==> src/rtl/guess_game_ctrl.sv <==
// Number-guessing game controller: free-running LFSR secret source, synchronised
// pushbutton press detection, game FSM, saturating BCD guess counter and guess limit.
module guess_game_ctrl #(
    parameter int unsigned      WIDTH       = 10,
    parameter int unsigned      DIGITS      = 2,
    parameter int unsigned      MAX_GUESSES = 0,
    parameter logic [WIDTH-1:0] SEED        = 1,
    parameter logic [WIDTH-1:0] TAPS        = 10'h240
) (
    input  logic                  Clock,
    input  logic                  Reset,
    input  logic                  Start_button,
    input  logic                  Guess_button,
    input  logic [WIDTH-1:0]      guess,
    output logic [2:0]            state,
    output logic [4*DIGITS-1:0]   count,
    output logic [WIDTH-1:0]      secret,
    output logic                  guess_pulse
);

    localparam int unsigned CW = $clog2(10**DIGITS) + 1;

    typedef enum logic [2:0] {
        IDLE = 3'd0,
        PLAY = 3'd1,
        LOW  = 3'd2,
        HIGH = 3'd3,
        HIT  = 3'd4,
        LOSE = 3'd5
    } state_t;

    state_t              st;
    logic [WIDTH-1:0]    lfsr;
    logic [CW-1:0]       bin;
    logic                st_s1, st_s2, st_s3;
    logic                gu_s1, gu_s2, gu_s3;
    logic                start_press, guess_press;
    logic [4*DIGITS-1:0] count_inc;
    logic                carry;
    logic                all_nines;
    logic [CW-1:0]       bin_inc;
    logic                limit_reached;

    always_ff @(posedge Clock or negedge Reset) begin
        if (!Reset) begin
            {st_s1, st_s2, st_s3} <= 3'b111;
            {gu_s1, gu_s2, gu_s3} <= 3'b111;
        end else begin
            st_s1 <= Start_button;
            st_s2 <= st_s1;
            st_s3 <= st_s2;
            gu_s1 <= Guess_button;
            gu_s2 <= gu_s1;
            gu_s3 <= gu_s2;
        end
    end

    // Active-low buttons: a press is the synchronised 1->0 transition.
    assign start_press = st_s3 & ~st_s2;
    assign guess_press = gu_s3 & ~gu_s2;

    always_ff @(posedge Clock or negedge Reset) begin
        if (!Reset) begin
            lfsr <= SEED;
        end else if (lfsr == '0) begin
            lfsr <= SEED;
        end else begin
            lfsr <= {lfsr[WIDTH-2:0], ^(lfsr & TAPS)};
        end
    end

    always_comb begin
        count_inc = count;
        carry     = 1'b1;
        for (int unsigned i = 0; i < DIGITS; i++) begin
            if (carry) begin
                if (count[4*i +: 4] == 4'd9) begin
                    count_inc[4*i +: 4] = 4'd0;
                end else begin
                    count_inc[4*i +: 4] = count[4*i +: 4] + 4'd1;
                    carry               = 1'b0;
                end
            end
        end
    end

    assign all_nines     = (count == {DIGITS{4'h9}});
    assign bin_inc       = (&bin) ? bin : bin + 1'b1;
    assign limit_reached = (MAX_GUESSES != 0) && (bin_inc == CW'(MAX_GUESSES));

    always_ff @(posedge Clock or negedge Reset) begin
        if (!Reset) begin
            st          <= IDLE;
            count       <= '0;
            secret      <= '0;
            bin         <= '0;
            guess_pulse <= 1'b0;
        end else begin
            guess_pulse <= 1'b0;
            if (start_press) begin
                secret <= lfsr;
                count  <= '0;
                bin    <= '0;
                st     <= PLAY;
            end else begin
                case (st)
                    IDLE, HIT, LOSE: ;
                    PLAY, LOW, HIGH: begin
                        if (guess_press) begin
                            guess_pulse <= 1'b1;
                            if (!all_nines) count <= count_inc;
                            bin <= bin_inc;
                            if (guess == secret)  st <= HIT;
                            else if (limit_reached) st <= LOSE;
                            else if (guess < secret) st <= LOW;
                            else                  st <= HIGH;
                        end
                    end
                    default: st <= IDLE;
                endcase
            end
        end
    end

    assign state = st;

endmodule

==> config.mk <==
export PLATFORM = sky130hd
export DESIGN_NAME = guess_game_ctrl
export DESIGN_NICKNAME = d
export VERILOG_FILES = /design/src/rtl/guess_game_ctrl.sv
export SDC_FILE = /design/constraint.sdc
export NUM_CORES = 1
export LEC_CHECK = 0
export CORE_AREA = 2 2 79 81
export CTS_BUF_LIST = sky130_fd_sc_hd__clkbuf_4
export DETAILED_ROUTE_END_ITERATION = 8
export DIE_AREA = 0 0 81 83
export GPL_TIMING_DRIVEN = 1
export PLACE_DENSITY = 0.54
export SLEW_MARGIN = 20
export SYNTH_ARGS = -nofsm -noshare
export SYNTH_HDL_FRONTEND = slang
export SYNTH_SLANG_ARGS = --single-unit
==> constraint.sdc <==
create_clock -name Clock -period 2 [get_ports Clock]
set_clock_uncertainty 0.15 [all_clocks]
set_input_delay 0.6 -clock Clock [delete_from_list [all_inputs] [get_ports Clock]]
set_output_delay 0.6 -clock Clock [all_outputs]
set_load 0.03 [all_outputs]
# == Word-level counts from Yosys, hierarchy flattened ==
# Cells that the tools add are included.
# totals
regBits,38
inputBits,14
out_inout_bits,22
word_cells,59
# classes
n_addsub,2
n_eq_ne,12
n_bitwise,4
mux,17
n_reduce_logical,11
magnitude_cmp,1
# ops
operator,n
8-bit two-way mux,4
4-bit two-way mux,3
10-bit == test,1
10-bit zero test,1
10-bit < comparator,1
10-bit two-way mux,1
10-bit parity,1
3-bit two-way mux,3
4-bit by 1-bit adder with 4-bit output (second input constant),2
4-bit == test (second input constant),2
8-bit == test (second input constant),1
3-bit by 2-bit == test with 1-bit output (second input constant),2
3-bit == test (second input constant),2
3-bit one-hot mux with 2 select lines,1
2-bit nonzero test,3
3-bit OR reduction,2
1-bit two-way mux,5
2-bit inequality test (second input constant),2
4-bit AND reduction,1
3-bit by 1-bit == test with 1-bit output (second input constant),1
3-bit zero test,1
3-bit inequality test (second input constant),1
3-bit AND reduction,1
1-bit AND,2
other kinds (2),3

# == Longest topological paths before layout ==
# Gate-level depths: netlist (run 1).
# depth
ltp_word,7
depth_mapped,7
depth_no_buf,7

# == Worst setup path after synthesis (run 1) ==
# Ideal clock, no wire load.
# synth_path
path_type,reg-to-reg
start,register count[5]
end,register count[2]
stages_incl_launch_ff,8
setup_ns,0.078
setup_slack_ns,-0.021
t_arrival_ns,1.793
path_cell_list,dfrtp_1 -> inv_1 -> ha_1 -> and3b_4 -> nor2b_4 -> o21a_4 -> or4_1 -> a21oi_1
# synth_via
elab_chain_len,3
# synth_rtl
element,line_no,rtl
from (decl),16,"output logic [4*DIGITS-1:0] count,"
from (signal assigned),111,if (!all_nines) count <= count_inc;
8-bit == test,87,assign all_nines = (count == {DIGITS{4'h9}});
2-bit inequality test (no source line),n/a,
3-bit AND reduction (no source line),n/a,
# Every way passes these cells.
# A chain may end at the register's enable or synchronous reset.

# == Final worst setup path (run 1) ==
# layout_path
start,register secret[0]
end,output port secret[0]
# layout_lines
element,line_no,rtl
from (decl),17,"output logic [WIDTH-1:0] secret,"
from (signal assigned),101,secret <= lfsr;
# No word-level cell between the ends.

==> impl_summary.log, run 1 <==
INFO  metric fp.dieH = 83 um
INFO  metric portBuffers = 35
INFO  metric cts_made_buffers = 5
INFO  metric die-area = 6720 sq um
INFO  metric hp-class = in2async
INFO  metric rsz_0062_raised_after_global_routing = no
INFO  metric insertedDiodeCount = 0
INFO  metric clock_tree.root_cell = sky130_fd_sc_hd__clkbuf_4
INFO  metric finalCritPeriodShare = 96.4%
INFO  metric outcome = completed
INFO  metric synth_enable_flop_cells = 0
INFO  metric largest_family_of_logic_cells_by_synthesized_area = simple AND/OR/NAND/NOR gates
INFO  metric globalRouteOverflowTotal = 0
INFO  metric report.final.slew_viol_count = 0
INFO  metric grt.met2_usage = 16.7%
INFO  metric hold_buffers = 0
INFO  metric synthSimpleGateAreaFrac = 14.8%
INFO  metric synth_compound_area_share = 11.1%
INFO  metric finish.net_count = 223
INFO  metric grt_max_degree = 23
INFO  metric synth_top_flop_cell = sky130_fd_sc_hd__dfrtp_1
INFO  metric grt_pass1_vias = 1201
INFO  metric track_usage = 11.0%
INFO  metric cts_num_sinks = 38
INFO  metric yosysTopAreaCell = sky130_fd_sc_hd__dfrtp_1
INFO  metric die_width = 81 um
INFO  metric timing.max_cap.violations = 0
INFO  metric crit_required = 1.25 ns
INFO  metric synth_top_area_share = 45.5%
INFO  metric cts_tree = yes
INFO  metric hold_viol = 0
INFO  metric globalRouteMet1Util = 13.8%
INFO  metric drive_gt1_share = 17.9%
INFO  metric postSynthAreaPerCell = 10.9 sq um
INFO  metric grt_met3_use = 3.59%
INFO  metric drt_iter0_drc = 30
INFO  metric post-synth-top-count-cell = sky130_fd_sc_hd__dfrtp_1
INFO  metric maximum_net_fanout_on_the_critical_path = 3
INFO  metric sequential_area_share_after_synthesis = 56.3%
INFO  metric critical_path.slowest_cell = sky130_fd_sc_hd__dlygate4sd2_1
INFO  metric setup_viol = 0
INFO  metric antenna_left = 0
INFO  metric synth-adder-area-share = 10.3%
INFO  metric fin_worst_hold_slack = 0.0195 ns
INFO  metric place.detailed.hpwl = 2.47 mm
INFO  metric post_synthesis_cell_area = 1700 sq um
INFO  metric post-route-drc-count = 0
INFO  metric fin_crit = 1.93 ns
INFO  metric top_cell_family_by_delay_on_the_critical_path = buffers and inverters
INFO  metric synth.mux.area_fraction = 0%
INFO  metric busiest_layer = met2
INFO  metric yosys.cell_types.count = 30
INFO  metric initial_antenna_violation_count = 0
INFO  metric setup_tns = 0 ns
INFO  metric maximum_single_stage_delay_on_the_critical_path = 0.42 ns
INFO  metric worst_ep_arrival_time = 1.18 ns
INFO  metric cts.htree.levels = 2
INFO  metric via_per_inst = 4.35
INFO  metric synth_area_leaders = sky130_fd_sc_hd__dfrtp_1, sky130_fd_sc_hd__dfstp_2, sky130_fd_sc_hd__ha_1
INFO  metric ys_ff_latch = 38
INFO  metric syn-num-nets = 185
INFO  metric power.density = 753 nW/um^2
INFO  metric slew_headroom = 71.7%
INFO  metric yosys_warnings = 0
INFO  metric gp_routability_congestion = 0.776
INFO  metric design_area = 2220 sq um
INFO  metric synthCells = 157
INFO  metric clock_insertion_delay_worst_skew = 0.35 ns
INFO  metric total_setup_buffers_inserted_after_cts = 0
INFO  metric placed_cell_area = 2170 sq um
INFO  metric cp.buffers_inverters = 1
INFO  metric cts.reportedPaths.clkPinSlew = 0.12 ns
INFO  metric max_clock_freq = 519 MHz
INFO  metric first_pass_grt_wire_length = 5.62 mm
INFO  metric power.leakage = 1.06 nW
INFO  metric clock_path_buffers = 2
INFO  metric core_area = 5820 sq um
INFO  metric fp-row-count = 28
INFO  metric detail_route.first_pass.iterations = 3
INFO  metric vdd_ir_drop_max = 0.000237 V
INFO  metric utilization = 38.1%
INFO  metric synthToLayoutAreaGrowth = 30.2%
INFO  metric critPathCaptureType = primary output
INFO  metric crit_path_start_kind = flip-flop
INFO  metric crit_chain = dlygate4sd2_1
INFO  metric design.portCount = 36
INFO  metric post_synth_xor_area_fraction = 2.06%
INFO  metric initial_utilization = 29.3%
INFO  metric tightest_slew = 0.424 ns
INFO  metric wl_per_cell = 12.1 um
INFO  metric path_class = reg2out
INFO  metric yosys-top-cells-count = sky130_fd_sc_hd__dfrtp_1, sky130_fd_sc_hd__nand2_1, sky130_fd_sc_hd__o21ai_0, sky130_fd_sc_hd__ha_1, sky130_fd_sc_hd__inv_1
INFO  metric async_flop_share = 100%
INFO  metric dr_total_vias = 1178
INFO  metric wl = 3.27 mm
[state kept, by name, summed over array words and instances (netlist names)]
name	flops
count	8
st_s1	1
gu_s3	1
gu_s1	1
state	3
guess_pulse	1
st_s3	1
st_s2	1
secret	10
gu_s2	1
lfsr	10
[stage by stage]
stage / setup WS [ns] / total power [W] / instances
after detailed placement: -0.274 / 0.00120 / 263
final: 0.0721 / 0.00167 / 271
after global routing: 0.00490 / 0.00177 / 271
after CTS: 0.00395 / 0.00170 / 271
after global placement: -0.261 / 0.00120 / 263
after floorplan: 0.00225 / 0.00104 / 157
[kinds of logic after synthesis]
kind of cell,Yosys count
simple gates,45
flops,38
compound gates,31
buf+inv,25
fa+ha+maj,14
xor+xnor,4
[path summary, 6_finish.rpt]
path                           start         to  slack, ns  cells after the start
max                        secret[0]  secret[0]       0.07                      1
min                            Reset  secret[1]       0.02                      1
max reg2reg                 count[5]   count[2]       0.10                      7
min reg2reg                    gu_s1      gu_s2       0.21                      0
max in group asynchronous      Reset    lfsr[0]       1.14                      2
min in group Clock             gu_s1      gu_s2       0.21                      0
[layout by cell type, fill, tap and decap left out, types with 5 or more instances in the layout]
cell and n:
sky130_fd_sc_hd__clkdlybuf4s50_1 12, sky130_fd_sc_hd__dlygate4sd2_1 17, sky130_fd_sc_hd__a21oi_1 7, sky130_fd_sc_hd__dfstp_2 7, sky130_fd_sc_hd__o21ai_0 16, sky130_fd_sc_hd__dfrtp_1 30, sky130_fd_sc_hd__nand2_1 18, sky130_fd_sc_hd__nand3_1 5
sky130_fd_sc_hd__buf_4 7, sky130_fd_sc_hd__inv_1 13, sky130_fd_sc_hd__clkbuf_4 5, sky130_fd_sc_hd__nor2_1 6, sky130_fd_sc_hd__ha_1 14
[routing by layer]
| metal | part of all wire (%) | routed length [um] |
|---|---|---|
| met1 | 46 | 1520 |
| met3 | 4.8 | 157 |
| met4 | 2.4 | 77 |
| met2 | 46 | 1520 |
| met5 | 0 | 0 |
[repair_timing]
| action | CTS | global route |
|---|---|---|
| cloned | 0 | 0 |
| endpoints found under the setup margin | 22 | 6 |
| resized for setup | 23 | 8 |
[layout make-up]
class / count / area, sq um
clock buffer: 5 / 37.5
fill: 595 / 3600
timing repair buffer: 43 / 382
sequential: 38 / 961
tap: 75 / 93.8
multi-input combinational: 94 / 656
clock inverter: 3 / 40.0
inverter: 13 / 48.8
[report_power, final]
group	total, W	leakage [nW]	internal [W]	switching (W)
Sequential	0.000847	0.473	0.000815	0.0000317
Combinational	0.000307	0.538	0.000122	0.000185
Clock	0.000516	0.0450	0.000259	0.000257
(Power assumes the default switching activity.)
==> run 2: changes to the inputs <==
--- a/config.mk
+++ b/config.mk
@@ -11,6 +11,7 @@
 export DIE_AREA = 0 0 81 83
 export GPL_TIMING_DRIVEN = 1
 export PLACE_DENSITY = 0.54
+export SETUP_SLACK_MARGIN = 0.1
 export SLEW_MARGIN = 20
 export SYNTH_ARGS = -nofsm -noshare
 export SYNTH_HDL_FRONTEND = slang
==> run 2 against run 1 <==
Effect of this change:
- worst hold slack better by 0.026 ns
- total power down 5.2%
- critical path type is now reg2reg
- critical path depth up 5
- count of clock-buffer cells in the layout up 1
- global-route usage down 0.44 points
- design area up 4.1%
- sequential cell count unchanged
- first-iteration DRC count up 47%
- largest cell class unchanged
==> impl_summary.log, run 2 (same netlist as run 1, synthesis figures left out) <==
INFO  metric clock_tree.root_cell = sky130_fd_sc_hd__clkbuf_4
INFO  metric post-route-drc-count = 0 (unchanged)
INFO  metric leading_cell_types_in_the_layout_fill_and_taps_excluded = sky130_fd_sc_hd__dfrtp_1, sky130_fd_sc_hd__nand2_1, sky130_fd_sc_hd__inv_1, sky130_fd_sc_hd__o21ai_0, sky130_fd_sc_hd__buf_4
INFO  metric power.density = 686 nW/um^2 (-8.9%)
INFO  metric post_route_insts_no_fill = 276 (+1.8%)
INFO  metric track_usage = 10.6% (-0.44 points)
INFO  metric fillerInstances = 600 (+0.84%)
INFO  metric initial_antenna_violation_count = 0 (unchanged)
INFO  metric cts.reportedPaths.clkPinSlew = 0.12 ns (about the same)
INFO  metric crit_chain = ha_2 > and3b_4 > nor2b_4 > o21a_4 > or4_4 > a21oi_2
INFO  metric utilization = 39.7% (+1.5 points)
INFO  metric slew_headroom = 68.8% (-2.9 points)
INFO  metric rsz_0062_raised_after_global_routing = no
INFO  metric cp.buffers_inverters = 0 (-1)
INFO  metric globalRouteMet1Util = 13.9% (+0.099 points)
INFO  metric top_regs = lfsr x10, secret x10, count x8
INFO  metric hp-class = in2async
INFO  metric busiest_layer = met2
INFO  metric die-area = 6720 sq um (unchanged)
INFO  metric maximum_single_stage_delay_on_the_critical_path = 0.43 ns (about the same)
INFO  metric wl = 3.37 mm (+3.2%)
INFO  metric cts.htree.levels = 2 (unchanged)
INFO  metric path_class = reg2reg
INFO  metric layout.cells.most_common = sky130_fd_sc_hd__dfrtp_1
INFO  metric fin_crit = 1.86 ns (-0.0701 ns)
INFO  metric maximum_net_fanout_on_the_critical_path = 4 (+1)
INFO  metric cts_num_sinks = 38 (unchanged)
INFO  metric p_int = 0.00111 W (-7.5%)
INFO  metric grt_met3_use = 3.37% (-0.22 points)
INFO  metric finalCritPeriodShare = 92.9% (-3.5 points)
INFO  metric crit_path_start_kind = flip-flop
INFO  metric clock_power_share = 24.8% (-6.1 points)
INFO  metric grt.met2_usage = 15.7% (-0.98 points)
INFO  metric power.sequential.fraction = 53.7% (+3.0 points)
INFO  metric ff_to_ff_path_depth = 6 (-1)
INFO  metric post-place-cells = 263 (unchanged)
INFO  metric total_switching_power = 0.000477 W (+0.61%)
INFO  metric die_width = 81 um (unchanged)
INFO  metric drt_iter0_drc = 44 (+47%)
INFO  metric cts_tree = yes
INFO  metric synthToLayoutAreaGrowth = 35.5%
INFO  metric timing.max_cap.violations = 0 (unchanged)
INFO  metric clock_path_buffers = 2 (unchanged)
INFO  metric comb_power_share = 21.6% (+3.2 points)
INFO  metric portBuffers = 35 (unchanged)
INFO  metric crit_required = 2.13 ns (+0.88 ns)
INFO  metric drive_gt1_share = 28.9% (+11 points)
INFO  metric globalRouteOverflowTotal = 0 (unchanged)
INFO  metric max_clock_freq = 538 MHz (+3.8%)
INFO  metric top_cell_family_by_delay_on_the_critical_path = simple AND/OR/NAND/NOR gates
INFO  metric crit_cells = 6 (+5)
INFO  metric r2r_end = count[2]
INFO  metric power_switching_share = 30.1% (+1.7 points)
INFO  metric fp-row-count = 28 (unchanged)
INFO  metric finish.net_count = 228 (+2.2%)
INFO  metric vdd_ir_drop_max = 0.000266 V (+12%)
INFO  metric rr_startpoint = count[4]
INFO  metric setup_viol = 0 (unchanged)
INFO  metric worst_ep_arrival_time = 1.99 ns (+0.81 ns)
INFO  metric core_area = 5820 sq um (unchanged)
INFO  metric via_per_inst = 4.47 (+2.9%)
INFO  metric tightest_slew = 0.468 ns (+0.0438 ns)
INFO  metric startpoint = count[4]
INFO  metric critical_path.slowest_cell = sky130_fd_sc_hd__dfrtp_2
INFO  metric critPathCaptureType = flip-flop
INFO  metric first_pass_grt_wire_length = 5.42 mm (-3.7%)
INFO  metric insertedDiodeCount = 0 (unchanged)
INFO  metric clock_insertion_delay_worst_skew = 0.34 ns (about the same)
INFO  metric design_power_total = 0.00158 W (-5.2%)
INFO  metric detail_route.first_pass.iterations = 5 (+2)
INFO  metric grt_pass1_vias = 1167 (-2.8%)
INFO  metric initial_utilization = 29.3% (unchanged)
INFO  metric crit_path_end = count[2]
INFO  metric hold_viol = 0 (unchanged)
INFO  metric outcome = completed
INFO  metric report.final.slew_viol_count = 0 (unchanged)
INFO  metric dr_total_vias = 1235 (+4.8%)
INFO  metric setup_tns = 0 ns (unchanged)
INFO  metric design.portCount = 36 (unchanged)
INFO  metric power.leakage = 1.06 nW (+0.55%)
INFO  metric cts_made_buffers = 5 (unchanged)
INFO  metric antenna_left = 0 (unchanged)
INFO  metric place.detailed.hpwl = 2.51 mm (+2.0%)
INFO  metric reg2reg_slack = 0.14 ns (+0.04 ns)
INFO  metric grt_max_degree = 25 (+8.7%)
INFO  metric wl_per_cell = 12.2 um (+1.3%)
INFO  metric fp.dieH = 83 um (unchanged)
INFO  metric gp_routability_congestion = 0.763 (-1.6%)
-- run 2: repair_timing --
| item | in CTS | in global routing |
|---|---|---|
| setup endpoints to repair | 26 | 14 |
| pin swaps | 1 | 10 |
| cloned | 0 | 0 |
| setup buffers | 1 | 4 |
| resized for setup | 40 | 24 |
| hold buffers | 0 | 0 |
-- run 2: area by class of cell --
class / count / area (sq um) / share of cell area, %
Timing Repair Buffer: 48 / 437 / 18.9
Tap cell: 75 / 93.8 / 4.07
Clock inverter: 2 / 8.76 / 0.379
Clock buffer: 6 / 45.0 / 1.95
Sequential cell: 38 / 965 / 41.8
Inverter: 13 / 48.8 / 2.11
Multi-Input combinational cell: 94 / 711 / 30.8
-- run 2: worst register-to-register path, delay by kind of cell (launching register included) --
kind / cells / cell delay (ns)
and+or+nand+nor: 3 / 0.73
adders and majority gates: 1 / 0.16
AOI/OAI and AO/OA: 2 / 0.33
DFF: 1 / 0.43
-- run 2: how the worst min path moves through the flow --
stage,slack (ns),end,depth (start not counted)
after detailed placement,0.20,st_s2,0
after floorplan,0.15,count[0],0
final,0.05,count[3],1
after global routing,0.06,count[3],1
after CTS,0.05,count[0],1
after global placement,0.20,st_s2,0
-- run 2: per-stage QoR --
stage | cell area [sq um] | hold slack, ns | setup slack (ns)
global route | 2310 | 0.0556 | 0.0988
global placement | 2160 | 0.196 | -0.268
finish | 2310 | 0.0459 | 0.142
detailed placement | 2160 | 0.197 | -0.292
CTS | 2220 | 0.0540 | 0.00837
floorplan | 1710 | 0.154 | 0.0858
-- run 2: per-layer routing --
metal,routed length (um),vias to the layer above
li1,-,605
met1,1610,599
met2,1530,26
met3,171,5
met4,64,0
met5,0,-
-- run 2: power groups by stage --
stage	Clock (W)	Sequential, W	Combinational (W)
after floorplan	0	0.000933	0.000106
after global placement	0	0.000864	0.000335
after detailed placement	0	0.000865	0.000336
after CTS	0.000407	0.000849	0.000319
after global routing	0.000446	0.000857	0.000378
final	0.000392	0.000849	0.000341
